### src/rtl/seq_det_pkg.sv
// Shared types and constants for the time-multiplexed sequence detector controller.
package seq_det_pkg;

  typedef enum logic [1:0] {
    IDLE  = 2'd0,
    RUN   = 2'd1,
    CLEAR = 2'd2
  } state_t;

  localparam int PAT_MAX_DEF = 8;
  localparam int CNT_W_DEF   = 8;
  localparam int FILL_W_DEF  = $clog2(PAT_MAX_DEF + 1);

  // Per-channel match context at the default widths.
  typedef struct packed {
    logic [PAT_MAX_DEF-1:0] hist;
    logic [FILL_W_DEF-1:0]  fill;
    logic [CNT_W_DEF-1:0]   count;
  } ctx_t;

  // Length 0 behaves as 1; anything beyond the history depth is clamped.
  function automatic int eff_len(input int len, input int pat_max);
    if (len < 1) return 1;
    if (len > pat_max) return pat_max;
    return len;
  endfunction

endpackage

### src/rtl/seq_det_scheduler_if.sv
// Per-channel serial handshake and match report bundle of seq_det_scheduler.
interface seq_det_scheduler_if #(
  parameter int NUM_CH = 4,
  parameter int CNT_W  = 8
);
  localparam int CH_W = $clog2(NUM_CH);

  logic [NUM_CH-1:0] in_valid;
  logic [NUM_CH-1:0] in_bit;
  logic [NUM_CH-1:0] in_ready;
  logic              match_valid;
  logic [CH_W-1:0]   match_ch;
  logic [CNT_W-1:0]  match_count;

  modport master (
    output in_valid, in_bit,
    input  in_ready, match_valid, match_ch, match_count
  );

  modport slave (
    input  in_valid, in_bit,
    output in_ready, match_valid, match_ch, match_count
  );
endinterface

### src/rtl/seq_det_rr_arbiter.sv
// Combinational round-robin arbiter: first requester at or after ptr wins.
module seq_det_rr_arbiter #(
  parameter int NUM_CH = 4,
  parameter int IDX_W  = $clog2(NUM_CH)
) (
  input  logic [NUM_CH-1:0] req,
  input  logic [IDX_W-1:0]  ptr,
  input  logic              en,
  output logic [NUM_CH-1:0] grant,
  output logic [IDX_W-1:0]  idx,
  output logic              any_grant
);

  always_comb begin
    grant     = '0;
    idx       = '0;
    any_grant = 1'b0;
    for (int i = 0; i < NUM_CH; i++) begin
      if (en && !any_grant && req[(int'(ptr) + i) % NUM_CH]) begin
        any_grant = 1'b1;
        idx       = IDX_W'((int'(ptr) + i) % NUM_CH);
        grant[(int'(ptr) + i) % NUM_CH] = 1'b1;
      end
    end
  end

endmodule

### src/rtl/seq_det_scheduler.sv
// Shares one serial pattern matcher across NUM_CH streams with per-channel contexts.
// Define SEQ_DET_OVERLAP_EN for overlapping detection; default is non-overlapping.
module seq_det_scheduler
  import seq_det_pkg::*;
#(
  parameter int NUM_CH  = 4,
  parameter int PAT_MAX = PAT_MAX_DEF,
  parameter int CNT_W   = CNT_W_DEF
) (
  input  logic                         clk,
  input  logic                         reset,
  input  logic                         enable,
  input  logic                         cfg_we,
  input  logic [PAT_MAX-1:0]           cfg_pattern,
  input  logic [$clog2(PAT_MAX+1)-1:0] cfg_len,
  seq_det_scheduler_if.slave           sio,
  output logic                         busy
);

  localparam int CH_W  = $clog2(NUM_CH);
  localparam int LEN_W = $clog2(PAT_MAX + 1);
  localparam logic [CNT_W-1:0] CNT_MAX = '1;

  typedef struct packed {
    logic [PAT_MAX-1:0] hist;
    logic [LEN_W-1:0]   fill;
    logic [CNT_W-1:0]   count;
  } ch_ctx_t;

  state_t             state;
  logic [CH_W-1:0]    rr_ptr;
  ch_ctx_t            ctx [NUM_CH];
  logic [PAT_MAX-1:0] pattern;
  logic [LEN_W-1:0]   len;
  logic [PAT_MAX-1:0] len_mask;

  logic [NUM_CH-1:0]  grant;
  logic [CH_W-1:0]    gnt_idx;
  logic               any_grant;
  logic               arb_en;
  ch_ctx_t            cur;
  ch_ctx_t            nxt;
  logic               hit;

  // A configuration write wins over the grant in the same cycle.
  assign arb_en = (state == RUN) && !cfg_we;

  seq_det_rr_arbiter #(.NUM_CH(NUM_CH), .IDX_W(CH_W)) u_arb (
    .req       (sio.in_valid),
    .ptr       (rr_ptr),
    .en        (arb_en),
    .grant     (grant),
    .idx       (gnt_idx),
    .any_grant (any_grant)
  );

  assign sio.in_ready = grant;

  always_comb begin
    len_mask = '0;
    for (int i = 0; i < PAT_MAX; i++) len_mask[i] = (i < int'(len));
  end

  always_comb begin
    cur      = ctx[gnt_idx];
    nxt      = cur;
    nxt.hist = {cur.hist[PAT_MAX-2:0], sio.in_bit[gnt_idx]};
    nxt.fill = (cur.fill == LEN_W'(PAT_MAX)) ? cur.fill : cur.fill + 1'b1;
    hit      = (nxt.fill >= len) && ((nxt.hist & len_mask) == (pattern & len_mask));
    if (hit) begin
      if (cur.count != CNT_MAX) nxt.count = cur.count + 1'b1;
`ifdef SEQ_DET_OVERLAP_EN
      nxt.fill = nxt.fill;
`else
      nxt.fill = '0;
`endif
    end
  end

  always_ff @(posedge clk or posedge reset) begin
    if (reset) begin
      state           <= IDLE;
      busy            <= 1'b0;
      rr_ptr          <= '0;
      pattern         <= '0;
      len             <= LEN_W'(1);
      sio.match_valid <= 1'b0;
      sio.match_ch    <= '0;
      sio.match_count <= '0;
      for (int i = 0; i < NUM_CH; i++) ctx[i] <= '0;
    end else begin
      sio.match_valid <= 1'b0;
      if (cfg_we) begin
        state   <= CLEAR;
        busy    <= 1'b0;
        pattern <= cfg_pattern;
        len     <= LEN_W'(eff_len(int'(cfg_len), PAT_MAX));
        for (int i = 0; i < NUM_CH; i++) ctx[i] <= '0;
      end else begin
        unique case (state)
          IDLE: begin
            if (enable) begin
              state <= RUN;
              busy  <= 1'b1;
            end
          end
          CLEAR: begin
            for (int i = 0; i < NUM_CH; i++) ctx[i] <= '0;
            state <= enable ? RUN : IDLE;
            busy  <= enable;
          end
          RUN: begin
            if (any_grant) begin
              ctx[gnt_idx] <= nxt;
              rr_ptr       <= (int'(gnt_idx) == NUM_CH - 1) ? '0 : gnt_idx + 1'b1;
              if (hit) begin
                sio.match_valid <= 1'b1;
                sio.match_ch    <= gnt_idx;
                sio.match_count <= nxt.count;
              end
            end
            if (!enable) begin
              state <= IDLE;
              busy  <= 1'b0;
            end
          end
          default: begin
            state <= IDLE;
            busy  <= 1'b0;
          end
        endcase
      end
    end
  end

endmodule

### src/flat_wrapper.sv
// flat-port wrapper written by rule: the top's interface ports become plain ports
module seq_det_scheduler_flat import seq_det_pkg::*;
#(
  parameter int NUM_CH  = 4,
  parameter int PAT_MAX = PAT_MAX_DEF,
  parameter int CNT_W   = CNT_W_DEF
)
  (clk, reset, enable, cfg_we, cfg_pattern, cfg_len, busy, sio_in_valid, sio_in_bit, sio_in_ready, sio_match_valid, sio_match_ch, sio_match_count);
  seq_det_scheduler_if #(.NUM_CH(NUM_CH), .CNT_W(CNT_W)) sio_i ();
  input  logic clk;
  input  logic reset;
  input  logic enable;
  input  logic cfg_we;
  input  logic [PAT_MAX-1:0] cfg_pattern;
  input  logic [$clog2(PAT_MAX+1)-1:0] cfg_len;
  output logic busy;
  input wire logic [$bits(sio_i.in_valid)-1:0] sio_in_valid;
  input wire logic [$bits(sio_i.in_bit)-1:0] sio_in_bit;
  output wire logic [$bits(sio_i.in_ready)-1:0] sio_in_ready;
  output wire logic [$bits(sio_i.match_valid)-1:0] sio_match_valid;
  output wire logic [$bits(sio_i.match_ch)-1:0] sio_match_ch;
  output wire logic [$bits(sio_i.match_count)-1:0] sio_match_count;
  assign sio_i.in_valid = sio_in_valid;
  assign sio_i.in_bit = sio_in_bit;
  assign sio_in_ready = sio_i.in_ready;
  assign sio_match_valid = sio_i.match_valid;
  assign sio_match_ch = sio_i.match_ch;
  assign sio_match_count = sio_i.match_count;
  seq_det_scheduler #(.NUM_CH(NUM_CH), .PAT_MAX(PAT_MAX), .CNT_W(CNT_W)) u_core (.clk(clk), .reset(reset), .enable(enable), .cfg_we(cfg_we), .cfg_pattern(cfg_pattern), .cfg_len(cfg_len), .sio(sio_i), .busy(busy));
endmodule
### config.mk
export PLATFORM = sky130hd
export DESIGN_NAME = seq_det_scheduler_flat
export DESIGN_NICKNAME = d
export VERILOG_FILES = /design/src/rtl/seq_det_pkg.sv /design/src/rtl/seq_det_scheduler_if.sv /design/src/rtl/seq_det_rr_arbiter.sv /design/src/rtl/seq_det_scheduler.sv /design/src/flat_wrapper.sv
export SDC_FILE = /design/constraint.sdc
export NUM_CORES = 1
export LEC_CHECK = 0
export ABC_AREA = 1
export BUFFER_PORTS_ARGS = -buffer_cell sky130_fd_sc_hd__buf_4
export CAP_MARGIN = 20
export CORE_MARGIN = 4
export CORE_UTILIZATION = 29
export CTS_BUF_LIST = sky130_fd_sc_hd__clkbuf_8
export DETAILED_ROUTE_END_ITERATION = 8
export SETUP_SLACK_MARGIN = 0.5
export SYNTH_ARGS = -nofsm -noshare
export SYNTH_HDL_FRONTEND = slang
export SYNTH_SLANG_ARGS = --single-unit
### constraint.sdc
create_clock -name clk -period 4.4 [get_ports clk]
set_clock_uncertainty 0.15 [all_clocks]
set_input_delay 0.88 -clock clk [delete_from_list [all_inputs] [get_ports clk]]
set_output_delay 0.88 -clock clk [all_outputs]
set_load 0.005 [all_outputs]
==> flow_metrics.env <==
export IMPL_outcome="complete, no violations"
export IMPL_cpMaxStageDelayCell="nor3_4"
export IMPL_p_leak_nw=3.82
export IMPL_syn_inst=816
export IMPL_rows=52
export IMPL_overflow=0
export IMPL_p_int_w=0.00181
export IMPL_worstMarginPinSlew_ns=0.687
export IMPL_async_flop_share=1.00
export IMPL_cts_hold_repair_buffers=0
export IMPL_cp_max_fo=7
export IMPL_port_buffers=39
export IMPL_clock_root_buffer="clkbuf_8"
export IMPL_antenna_found_initial=0
export IMPL_rsz0062_at_grt="true"
export IMPL_cts_buffer_depth=2
export IMPL_reg2reg_setup_slack_ns=0.12
export IMPL_p_sw_w=0.00135
export IMPL_start_util=0.299
export IMPL_peakVddDrop_mv=0.185
export IMPL_synth_top_area_share=0.417
export IMPL_cts_made_buffers=9
export IMPL_ys_seq_area_frac=0.421
export IMPL_met1_usage=0.206
export IMPL_insertion_delay_ns=0.39
export IMPL_use_met3=0.0243
export IMPL_grt_usage=0.153
export IMPL_yosys_warnings=0
export IMPL_synth_largest_area_cell="dfrtp_1"
export IMPL_route_vias_total=5680
export IMPL_min_period_over_period=0.979
export IMPL_power_density_nw_per_um2=411
export IMPL_crit_type="input port to flip-flop"
export IMPL_clockPowerShare=0.193
export IMPL_timing_fmax_mhz=232
export IMPL_synthFlopType="dfrtp_1"
export IMPL_synthToLayoutAreaGrowth_pct=25.5
export IMPL_synth_nets=855
export IMPL_crit_top_cell="nand2_4"
export IMPL_final_nets=954
export IMPL_timing_final_ws_setup_ns=0.0941
export IMPL_layout_cells_non_filler=1190
export IMPL_cp_required_ns=4.55
export IMPL_slew_viol_final=0
export IMPL_power_frac_comb=0.493
export IMPL_r2r_start="u_core.rr_ptr[0]$_DFFE_PP0P_"
export IMPL_antenna_left=0
export IMPL_pre_cts_slack_ns=-0.298
export IMPL_synth_edff_count=0
export IMPL_synth_distinct_cells=41
export IMPL_n_antenna_cell=0
export IMPL_fp_dieArea_um2=23500
export IMPL_arrival_ns=4.46
export IMPL_firstDrtPassIters=5
export IMPL_grtUsageMet2=0.255
export IMPL_critPathCaptureType="flip-flop"
export IMPL_initialDrtViolationCount=394
export IMPL_p_seq_frac=0.314
export IMPL_grt_busiest_layer="met2"
export IMPL_yosysMostFrequentCell="nand2_1"
export IMPL_r2r_cells=31
export IMPL_synth_area_um2=6120
export IMPL_drc=0
export IMPL_viasPerCell=4.77
export IMPL_switching_share=0.428
export IMPL_synth_seq_cells=103
export IMPL_grt_pass1_wl_um=29500
export IMPL_cpPeakStageDelay_ns=0.30
export IMPL_setup_viol=0
export IMPL_dp_cells=1158
export IMPL_die_w_um=153
export IMPL_n_fill_cell=2136
export IMPL_reg2reg_to="u_core.sio.match_count[7]$_DFFE_PP0P_"
export IMPL_io_pin_count=40
export IMPL_clkTransAtPathRegs_ns=0.10
export IMPL_wl_um=17800
export IMPL_routedWlPerCell_um=15.0
export IMPL_hold_violations=0
export IMPL_gp_congestion=0.874
export IMPL_synth_avg_cell_area_um2=7.50
export IMPL_synth_area_top_cells="dfrtp_1 (42%), nand2_1 (18%), nand3_1 (9.1%), inv_1 (5.5%), o21ai_0 (3.3%)"
export IMPL_fin_crit_ns=4.31
export IMPL_relSlewSlack=0.539
export IMPL_core_area_um2=20500
export IMPL_maxCapViolCount=0
export IMPL_die_y_um=153
export IMPL_start_kind="input port"
export IMPL_grt_start_max_net_pins=81
export IMPL_drive_gt1_frac=0.259
export IMPL_finalPower_w=0.00316
export IMPL_cts_sinks=103
export IMPL_grt_pass1_vias=5736
export IMPL_hpwl_um=12500
export IMPL_min_path_type="input port to async pin"
export IMPL_cts_tree="done"
export IMPL_ys_top_cells_by_count="nand2_1 (290), nand3_1 (111), dfrtp_1 (102)"
export IMPL_htreeDepth=3
## placed cells by master, fill, tap and decap left out, types with 3 or more instances in the layout
| cell | count |
|---|---|
| nand3_2 | 25 |
| nand4_1 | 5 |
| buf_4 | 102 |
| clkbuf_8 | 12 |
| o21ai_2 | 7 |
| a21oi_1 | 5 |
| ha_1 | 12 |
| o221ai_1 | 3 |
| dfrtp_1 | 102 |
| nand3_1 | 89 |
| o21ai_0 | 39 |
| nand3_4 | 3 |
| nor2_2 | 5 |
| nand2_2 | 19 |
| o211ai_1 | 5 |
| buf_6 | 10 |
| a22oi_1 | 3 |
| inv_2 | 11 |
| nor2_4 | 8 |
| nor2_1 | 17 |
| nand2_1 | 277 |
| nand2_4 | 16 |
| o21ai_1 | 20 |
| o22ai_1 | 12 |
| inv_1 | 84 |
## routing by layer
layer | share of wire | vias up
met4 | 0.021 | 0
met5 | 0 | -
met2 | 0.47 | 124
met3 | 0.045 | 29
li1 | - | 2825
met1 | 0.47 | 2702
## cell type report
class / count / area, um^2 / share of cell area
tap: 270 / 338 / 0.0440
sequential: 103 / 2580 / 0.336
multi-input combinational: 591 / 3290 / 0.428
timing repair buffer: 113 / 906 / 0.118
inverter: 97 / 369 / 0.0481
clock buffer: 12 / 165 / 0.0215
clock inverter: 4 / 36.3 / 0.00472
## power groups by stage
| stage | combinational [W] | sequential, W | clock [W] |
|---|---|---|---|
| floorplan | 0.000907 | 0.00101 | 0 |
| global placement | 0.00129 | 0.00101 | 0 |
| detailed placement | 0.00129 | 0.00101 | 0 |
| CTS | 0.00148 | 0.000990 | 0.000624 |
| global route | 0.00172 | 0.000994 | 0.000658 |
| finish | 0.00156 | 0.000991 | 0.000608 |
## logic make-up after synthesis
logic type / Yosys count / synth area share
AND/OR/NAND/NOR: 472 / 0.350
buffers and inverters: 122 / 0.0922
flip-flops: 103 / 0.421
AO/OA/AOI/OAI: 102 / 0.103
adder cells (fa/ha/maj): 15 / 0.0307
XOR/XNOR: 2 / 0.00286
## state kept, by name, summed over array words and instances, names as in the netlist
register	flops
u_core.len	4
u_core.sio.match_valid	1
u_core.pattern	8
u_core.ctx	76
u_core.sio.match_count	8
u_core.sio.match_ch	2
u_core.state	2
u_core.rr_ptr	2
## stage by stage
step	setup TNS (ns)	utilization	hold slack (ns)	instance area, um^2
5_1_grt	-4.02	0.375	0.294	7680
4_1_cts	0	0.367	0.331	7530
6_report	0	0.375	0.286	7680
2_1_floorplan	-18.84	-	0.299	6170
3_3_place_gp	-6.72	0.343	0.313	7030
3_5_place_dp	-12.41	0.343	0.315	7030
## worst max-delay path, delay by kind of cell
kind / cells / cell delay [ns]
AO/OA/AOI/OAI: 4 / 0.43
XOR/XNOR: 1 / 0.17
adder cells (fa/ha/maj): 2 / 0.44
buffers and inverters: 9 / 0.66
AND/OR/NAND/NOR: 16 / 1.88
## how the worst max path moves through the flow
stage,start,end,slack (ns),depth (start not counted)
floorplan,cfg_we,u_core.ctx[29]$_DFFE_PP0P_,-0.35,31
global placement,sio_in_valid[1],u_core.sio.match_count[0]$_DFFE_PP0P_,-0.19,30
detailed placement,sio_in_valid[1],u_core.sio.match_count[0]$_DFFE_PP0P_,-0.30,30
CTS,u_core.rr_ptr[0]$_DFFE_PP0P_,u_core.sio.match_count[7]$_DFFE_PP0P_,0.19,32
global route,sio_in_valid[3],u_core.sio.match_count[7]$_DFFE_PP0P_,-0.15,31
finish,cfg_we,u_core.sio.match_count[7]$_DFFE_PP0P_,0.09,32
## repair_timing
| action | in CTS | in global routing |
|---|---|---|
| setup endpoints to repair | 59 | 59 |
| resized for setup | 54 | 18 |
| setup buffers | 8 | 7 |
| pin swaps | 28 | 29 |
Power figures use the tool's default switching activity.
